## config.mk

```make
export PLATFORM = sky130hd
export DESIGN_NAME = chorus_delay_ctrl
export DESIGN_NICKNAME = d
export VERILOG_FILES = /design/src/rtl/chorus_delay_ctrl.sv
export SDC_FILE = /design/constraint.sdc
export NUM_CORES = 1
export LEC_CHECK = 0
export CAP_MARGIN = 15
export CORE_ASPECT_RATIO = 0.6
export CORE_MARGIN = 1.5
export CORE_UTILIZATION = 45
export DETAILED_ROUTE_END_ITERATION = 16
export DONT_BUFFER_PORTS = 1
export PLACE_DENSITY = 0.69
export SLEW_MARGIN = 10
export SYNTH_ARGS = -nofsm -noshare
export SYNTH_HDL_FRONTEND = slang
export SYNTH_SLANG_ARGS = --single-unit
```

## constraint.sdc

```tcl
create_clock -name clk -period 2.9 [get_ports clk]
set_input_delay 0.435 -clock clk [delete_from_list [all_inputs] [get_ports clk]]
set_output_delay 0.435 -clock clk [all_outputs]
set_load 0.02 [all_outputs]
```

## src/rtl/chorus_delay_ctrl.sv

```systemverilog
// chorus_delay_ctrl: sequences one delay_buffer for a chorus effect.
// Accepts a sample (in_*), writes it to the buffer with a one-cycle strobe,
// captures the delayed sample, and emits the dry/wet average (out_*).
// The buffer's extra read delay is driven from a triangle LFO that steps
// once per output handshake while lfo_enable_i is high.
//
// Ports:
//   clk, rst                     clock, synchronous active-high reset
//   in_pkt_i/in_valid_i/in_ready_o   upstream sample handshake
//   buf_pkt_o/buf_valid_o        write data and one-cycle write strobe
//   buf_extra_delay_o            LFO value, extra read delay of buffer
//   buf_pkt_delayed_i            registered delayed sample from buffer
//   lfo_enable_i                 1 = LFO advances on output handshake
//   out_pkt_o/out_valid_o/out_ready_i  downstream mix handshake
//
// Optional macro STARTUP_MUTE_EN: the first MUTE_SAMPLES outputs after
// reset use dry in place of wet, hiding uninitialised buffer RAM.
module chorus_delay_ctrl #(
  parameter int unsigned PKT_WIDTH    = 16,
  parameter int unsigned ADDR_WIDTH   = 13,
  parameter int unsigned LFO_DEPTH    = 256,
  parameter int unsigned LFO_STEP     = 1,
  parameter int unsigned MUTE_SAMPLES = 7680
) (
  input  logic                  clk,
  input  logic                  rst,
  input  logic [PKT_WIDTH-1:0]  in_pkt_i,
  input  logic                  in_valid_i,
  output logic                  in_ready_o,
  output logic [PKT_WIDTH-1:0]  buf_pkt_o,
  output logic                  buf_valid_o,
  output logic [ADDR_WIDTH-1:0] buf_extra_delay_o,
  input  logic [PKT_WIDTH-1:0]  buf_pkt_delayed_i,
  input  logic                  lfo_enable_i,
  output logic [PKT_WIDTH-1:0]  out_pkt_o,
  output logic                  out_valid_o,
  input  logic                  out_ready_i
);

  localparam int unsigned SUM_W = PKT_WIDTH + 1;
  localparam int unsigned LFO_W = ADDR_WIDTH + 1;
  localparam logic [LFO_W-1:0] DEPTH_X = LFO_W'(LFO_DEPTH);
  localparam logic [LFO_W-1:0] STEP_X  = LFO_W'(LFO_STEP);

  typedef enum logic [2:0] {
    ST_IDLE    = 3'd0,
    ST_WRITE   = 3'd1,
    ST_READ    = 3'd2,
    ST_CAPTURE = 3'd3,
    ST_OUT     = 3'd4
  } state_e;

  state_e                state_q, state_d;
  logic                  in_ready_q, in_ready_d;
  logic                  buf_valid_q, buf_valid_d;
  logic [PKT_WIDTH-1:0]  buf_pkt_q, buf_pkt_d;
  logic [PKT_WIDTH-1:0]  out_pkt_q, out_pkt_d;
  logic                  out_valid_q, out_valid_d;
  logic [ADDR_WIDTH-1:0] lfo_cnt_q, lfo_cnt_d;
  logic                  lfo_up_q, lfo_up_d;

  logic [PKT_WIDTH-1:0]  wet;
  logic [SUM_W-1:0]      mix_sum;
  logic [PKT_WIDTH-1:0]  mix;
  logic [LFO_W-1:0]      lfo_up_sum;

  // buf_pkt_q doubles as the latched dry sample for the whole transaction.
`ifdef STARTUP_MUTE_EN
  localparam int unsigned MUTE_W = (MUTE_SAMPLES < 1) ? 1 : $clog2(MUTE_SAMPLES + 1);

  logic [MUTE_W-1:0] mute_cnt_q, mute_cnt_d;
  logic              muting;

  assign muting = (mute_cnt_q < MUTE_W'(MUTE_SAMPLES));
  assign wet    = muting ? buf_pkt_q : buf_pkt_delayed_i;

  // Saturating count of samples that reached CAPTURE since reset.
  always_comb begin
    mute_cnt_d = mute_cnt_q;
    if (state_q == ST_CAPTURE && muting) begin
      mute_cnt_d = mute_cnt_q + MUTE_W'(1);
    end
  end

  always_ff @(posedge clk) begin
    if (rst) begin
      mute_cnt_q <= '0;
    end else begin
      mute_cnt_q <= mute_cnt_d;
    end
  end
`else
  assign wet = buf_pkt_delayed_i;

  // Mute length only matters when the startup mute is built in.
  if (MUTE_SAMPLES == 0) begin : g_mute_len_unused
  end
`endif

  // Average of dry and wet at one extra bit; the shift floors toward -inf.
  always_comb begin
    mix_sum = SUM_W'($signed(buf_pkt_q)) + SUM_W'($signed(wet));
    mix     = PKT_WIDTH'(mix_sum >> 1);
  end

  assign lfo_up_sum = LFO_W'(lfo_cnt_q) + STEP_X;

  // Next-state, output and LFO logic.
  always_comb begin
    state_d     = state_q;
    in_ready_d  = in_ready_q;
    buf_valid_d = 1'b0;
    buf_pkt_d   = buf_pkt_q;
    out_pkt_d   = out_pkt_q;
    out_valid_d = out_valid_q;
    lfo_cnt_d   = lfo_cnt_q;
    lfo_up_d    = lfo_up_q;

    case (state_q)
      ST_IDLE: begin
        if (in_valid_i && in_ready_q) begin
          buf_pkt_d   = in_pkt_i;
          buf_valid_d = 1'b1;
          in_ready_d  = 1'b0;
          state_d     = ST_WRITE;
        end
      end
      ST_WRITE:   state_d = ST_READ;
      ST_READ:    state_d = ST_CAPTURE;
      ST_CAPTURE: begin
        out_pkt_d   = mix;
        out_valid_d = 1'b1;
        state_d     = ST_OUT;
      end
      ST_OUT: begin
        if (out_ready_i) begin
          out_valid_d = 1'b0;
          in_ready_d  = 1'b1;
          state_d     = ST_IDLE;
          if (lfo_enable_i) begin
            if (lfo_up_q) begin
              if (lfo_up_sum >= DEPTH_X) begin
                lfo_cnt_d = ADDR_WIDTH'(LFO_DEPTH);
                lfo_up_d  = 1'b0;
              end else begin
                lfo_cnt_d = lfo_up_sum[ADDR_WIDTH-1:0];
              end
            end else begin
              if (LFO_W'(lfo_cnt_q) <= STEP_X) begin
                lfo_cnt_d = '0;
                lfo_up_d  = 1'b1;
              end else begin
                lfo_cnt_d = lfo_cnt_q - ADDR_WIDTH'(LFO_STEP);
              end
            end
          end
        end
      end
      default: begin
        state_d     = ST_IDLE;
        in_ready_d  = 1'b1;
        out_valid_d = 1'b0;
      end
    endcase
  end

  // State and output registers.
  always_ff @(posedge clk) begin
    if (rst) begin
      state_q     <= ST_IDLE;
      in_ready_q  <= 1'b1;
      buf_valid_q <= 1'b0;
      buf_pkt_q   <= '0;
      out_pkt_q   <= '0;
      out_valid_q <= 1'b0;
      lfo_cnt_q   <= '0;
      lfo_up_q    <= 1'b1;
    end else begin
      state_q     <= state_d;
      in_ready_q  <= in_ready_d;
      buf_valid_q <= buf_valid_d;
      buf_pkt_q   <= buf_pkt_d;
      out_pkt_q   <= out_pkt_d;
      out_valid_q <= out_valid_d;
      lfo_cnt_q   <= lfo_cnt_d;
      lfo_up_q    <= lfo_up_d;
    end
  end

  // Ready drops immediately while reset is held, not only after the edge.
  assign in_ready_o        = in_ready_q & ~rst;
  assign buf_valid_o       = buf_valid_q;
  assign buf_pkt_o         = buf_pkt_q;
  assign buf_extra_delay_o = lfo_cnt_q;
  assign out_pkt_o         = out_pkt_q;
  assign out_valid_o       = out_valid_q;

endmodule

```

==> metrics <==
post-synthesis cell type count=57; area leader, netlist=dfxtp_1; Total GRT Usage=0.227; Net Sw Frac=0.317; Worst Path Max Fanout=4; Hold Slack=0.174 ns; relative slew slack=0.478; DIE WIDTH=109 um; Comb pwr share=0.178; RSZ-0062 raised after global routing=false; DR DRC count=0; critical path required time=3.14 ns; dpl hpwl=6010 um; Worst Setup Slack post-DPL=0.283 ns; final setup violating endpoints=0; pwr/cell area=521 nW/um^2; placed insts=448; Mapped Nets=437; Clk network pwr share=0.314; Hold Path Cell Cnt=1; Post-CTS Setup Bufs=0; fin crit period=2.68 ns; Tightest Pin Transition=0.780 ns; Max VDD drop=0.000270 V; Crit Path Category=register to register; Rows=22; total die area=7270 um^2; # nets final=427; CP Capture Type=register; final WL=7930 um; TritonCTS buffer count=5; Seq/Total Area, Yosys=0.343; worst hold path type=input port to register; ys flop type=dfxtp_1; Worst-path clk slew=0.10 ns; gr ovfl total=0; Async S/R FF share, synth=0; Static Leak=0.00114 uW; Worst setup SP type=register; Clock Tree Buf Depth=2; Post-Synthesis Cells=381; share of cells above drive strength 1=0.0618; Sink Count=52; die height=66.6 um; CTS tree=done; RePlAce Congestion=0.914; CTS root buf=clkbuf_8; WP data arrival=2.93 ns; Starting DRT DRC Count=174; drt pass-1 iters=7; Final Max Tran Viols=0; post-CTS sizing=0; first-pass GRT wire length=12400 um; area share of the largest cell type after synthesis=0.343; length in cells of the worst reg-to-reg path=8; Final ANT Viol Nets=0; Max Cap Viol=0; Layout fillers=619; final hold violation count=0; status=finished, final reports clean; setup slack, reg-to-reg=0.22 ns; Mapped Area=3040 um^2; num ports=85; reg-to-reg endpoint=out_pkt_o[15]; Synth area leaders=dfxtp_1, a21oi_1, nand2_1; clk_lat worst skew=0.32 ns; number of flops mapped to enable cells by yosys=0; Setup WS post-layout=0.216 ns; area of the core=6300 um^2; DR WL/cell=17.4 um; Post-synth top cells=nand2_1, a21oi_1, dfxtp_1; Final Non-Filler Cells=456; Final period util=0.926; antenna violations before repair=0; Int Power=1120 uW; Psw=518 uW; via count=2718; vias in the first global route=2332; hold path startpoint=rst; Final Power=1630 uW; vias per cell=5.96; synthesized area per cell=7.97 um^2; largest net degree at the start of global routing=49; hold buffers post-CTS=0; Layout area overhead=3.42%; starting density of the core=0.482; setup TNS=0 ns; reg2reg start=buf_pkt_o[0]; # port buffers=0; max frequency=373 MHz; most common cell in the synthesized netlist=nand2_1; Syn. warnings=0; ANT cells=0; Hold Path End=buf_extra_delay_o[0]; #FFs+latches synth=52; sequential share of power=0.509; clk_skew=0.00871 ns; H-tree levels=2
-- sequential cells by signal, summed over array words and instances, names as in the netlist --
| register | count |
|---|---|
| buf_pkt_o | 16 |
| out_pkt_o | 16 |
| buf_extra_delay_o | 13 |
| state_q | 3 |
| buf_valid_o | 1 |
| in_ready_q | 1 |
| lfo_up_q | 1 |
| out_valid_o | 1 |
-- logic make-up after synthesis --
group,Yosys count,share of synthesized area
muxes,2,0.00659
and+or+nand+nor,147,0.233
adders and majority gates,19,0.0808
DFF,52,0.343
AOI/OAI and AO/OA,114,0.232
xor gates and xnor gates,17,0.0490
buffers and inverters,30,0.0556
-- worst max path at each step --
| stage | to | cells past startpoint | slack, ns | from |
|---|---|---|---|---|
| 2_1_floorplan | out_pkt_o[15] | 8 | 0.50 | buf_pkt_delayed_i[0] |
| 3_5_place_dp | out_pkt_o[15] | 8 | 0.28 | buf_pkt_delayed_i[0] |
| 3_3_place_gp | out_pkt_o[15] | 8 | 0.31 | buf_pkt_delayed_i[0] |
| 5_1_grt | out_pkt_o[15] | 8 | 0.07 | buf_pkt_o[0] |
| 4_1_cts | out_pkt_o[15] | 8 | 0.25 | buf_pkt_o[0] |
| 6_report | out_pkt_o[15] | 8 | 0.22 | buf_pkt_o[0] |
-- final cells by class --
class	count	area, um^2	share of cell area
Clock buffer	5	68.8	0.0219
Clock inverter	3	42.5	0.0135
Inverter	11	41.3	0.0131
Multi-Input combinational cell	299	1830	0.582
Sequential cell	52	1040	0.331
Tap cell	84	105	0.0335
Timing Repair Buffer	2	15.0	0.00478
-- worst max-delay path, stage by stage (launching register included) --
cell	delay [ns]
dfxtp_1	0.41
and2_1	0.19
fa_1	0.41
a211oi_1	0.34
o21ai_1	0.18
o2111ai_1	0.34
a21oi_2	0.12
a2111o_1	0.42
a211oi_1	0.19
-- power groups by stage --
stage | Sequential, uW | Combinational [uW] | Clock [uW]
detailed placement | 848 | 286 | 0
CTS | 832 | 288 | 528
finish | 832 | 290 | 513
global placement | 847 | 282 | 0
floorplan | 828 | 254 | 0
global route | 838 | 326 | 551
-- layout by cell type, fill, tap and decap left out, types with 3 or more instances in the layout --
cell type   n
a211oi_1    7
a21o_1      4
a21oi_1    54
and3_1      5
clkbuf_8    5
dfxtp_1    52
ha_1       18
inv_1      11
nand2_1    68
nand3_1    16
nand4_1     3
nor2_1     21
nor3_1     11
nor4_1      5
o211ai_1    3
o21ai_0    17
o22ai_1     3
o311ai_0    4
o31ai_1     3
xnor2_1    14
xor2_1      3
-- per-stage QoR --
step / utilization / cell area (um^2)
3_3_place_gp: 0.481 / 3030
3_5_place_dp: 0.481 / 3030
5_1_grt: 0.498 / 3140
6_report: 0.498 / 3140
4_1_cts: 0.498 / 3140
2_1_floorplan: - / 3040
-- routing by layer --
layer	up-vias	global-route usage	wire length, um
met5	-	0	0
met4	0	0.0559	72
met2	102	0.286	3020
met3	8	0.0793	742
met1	1254	0.351	4100
li1	1354	-	-
Power figures use the tool's default switching activity.
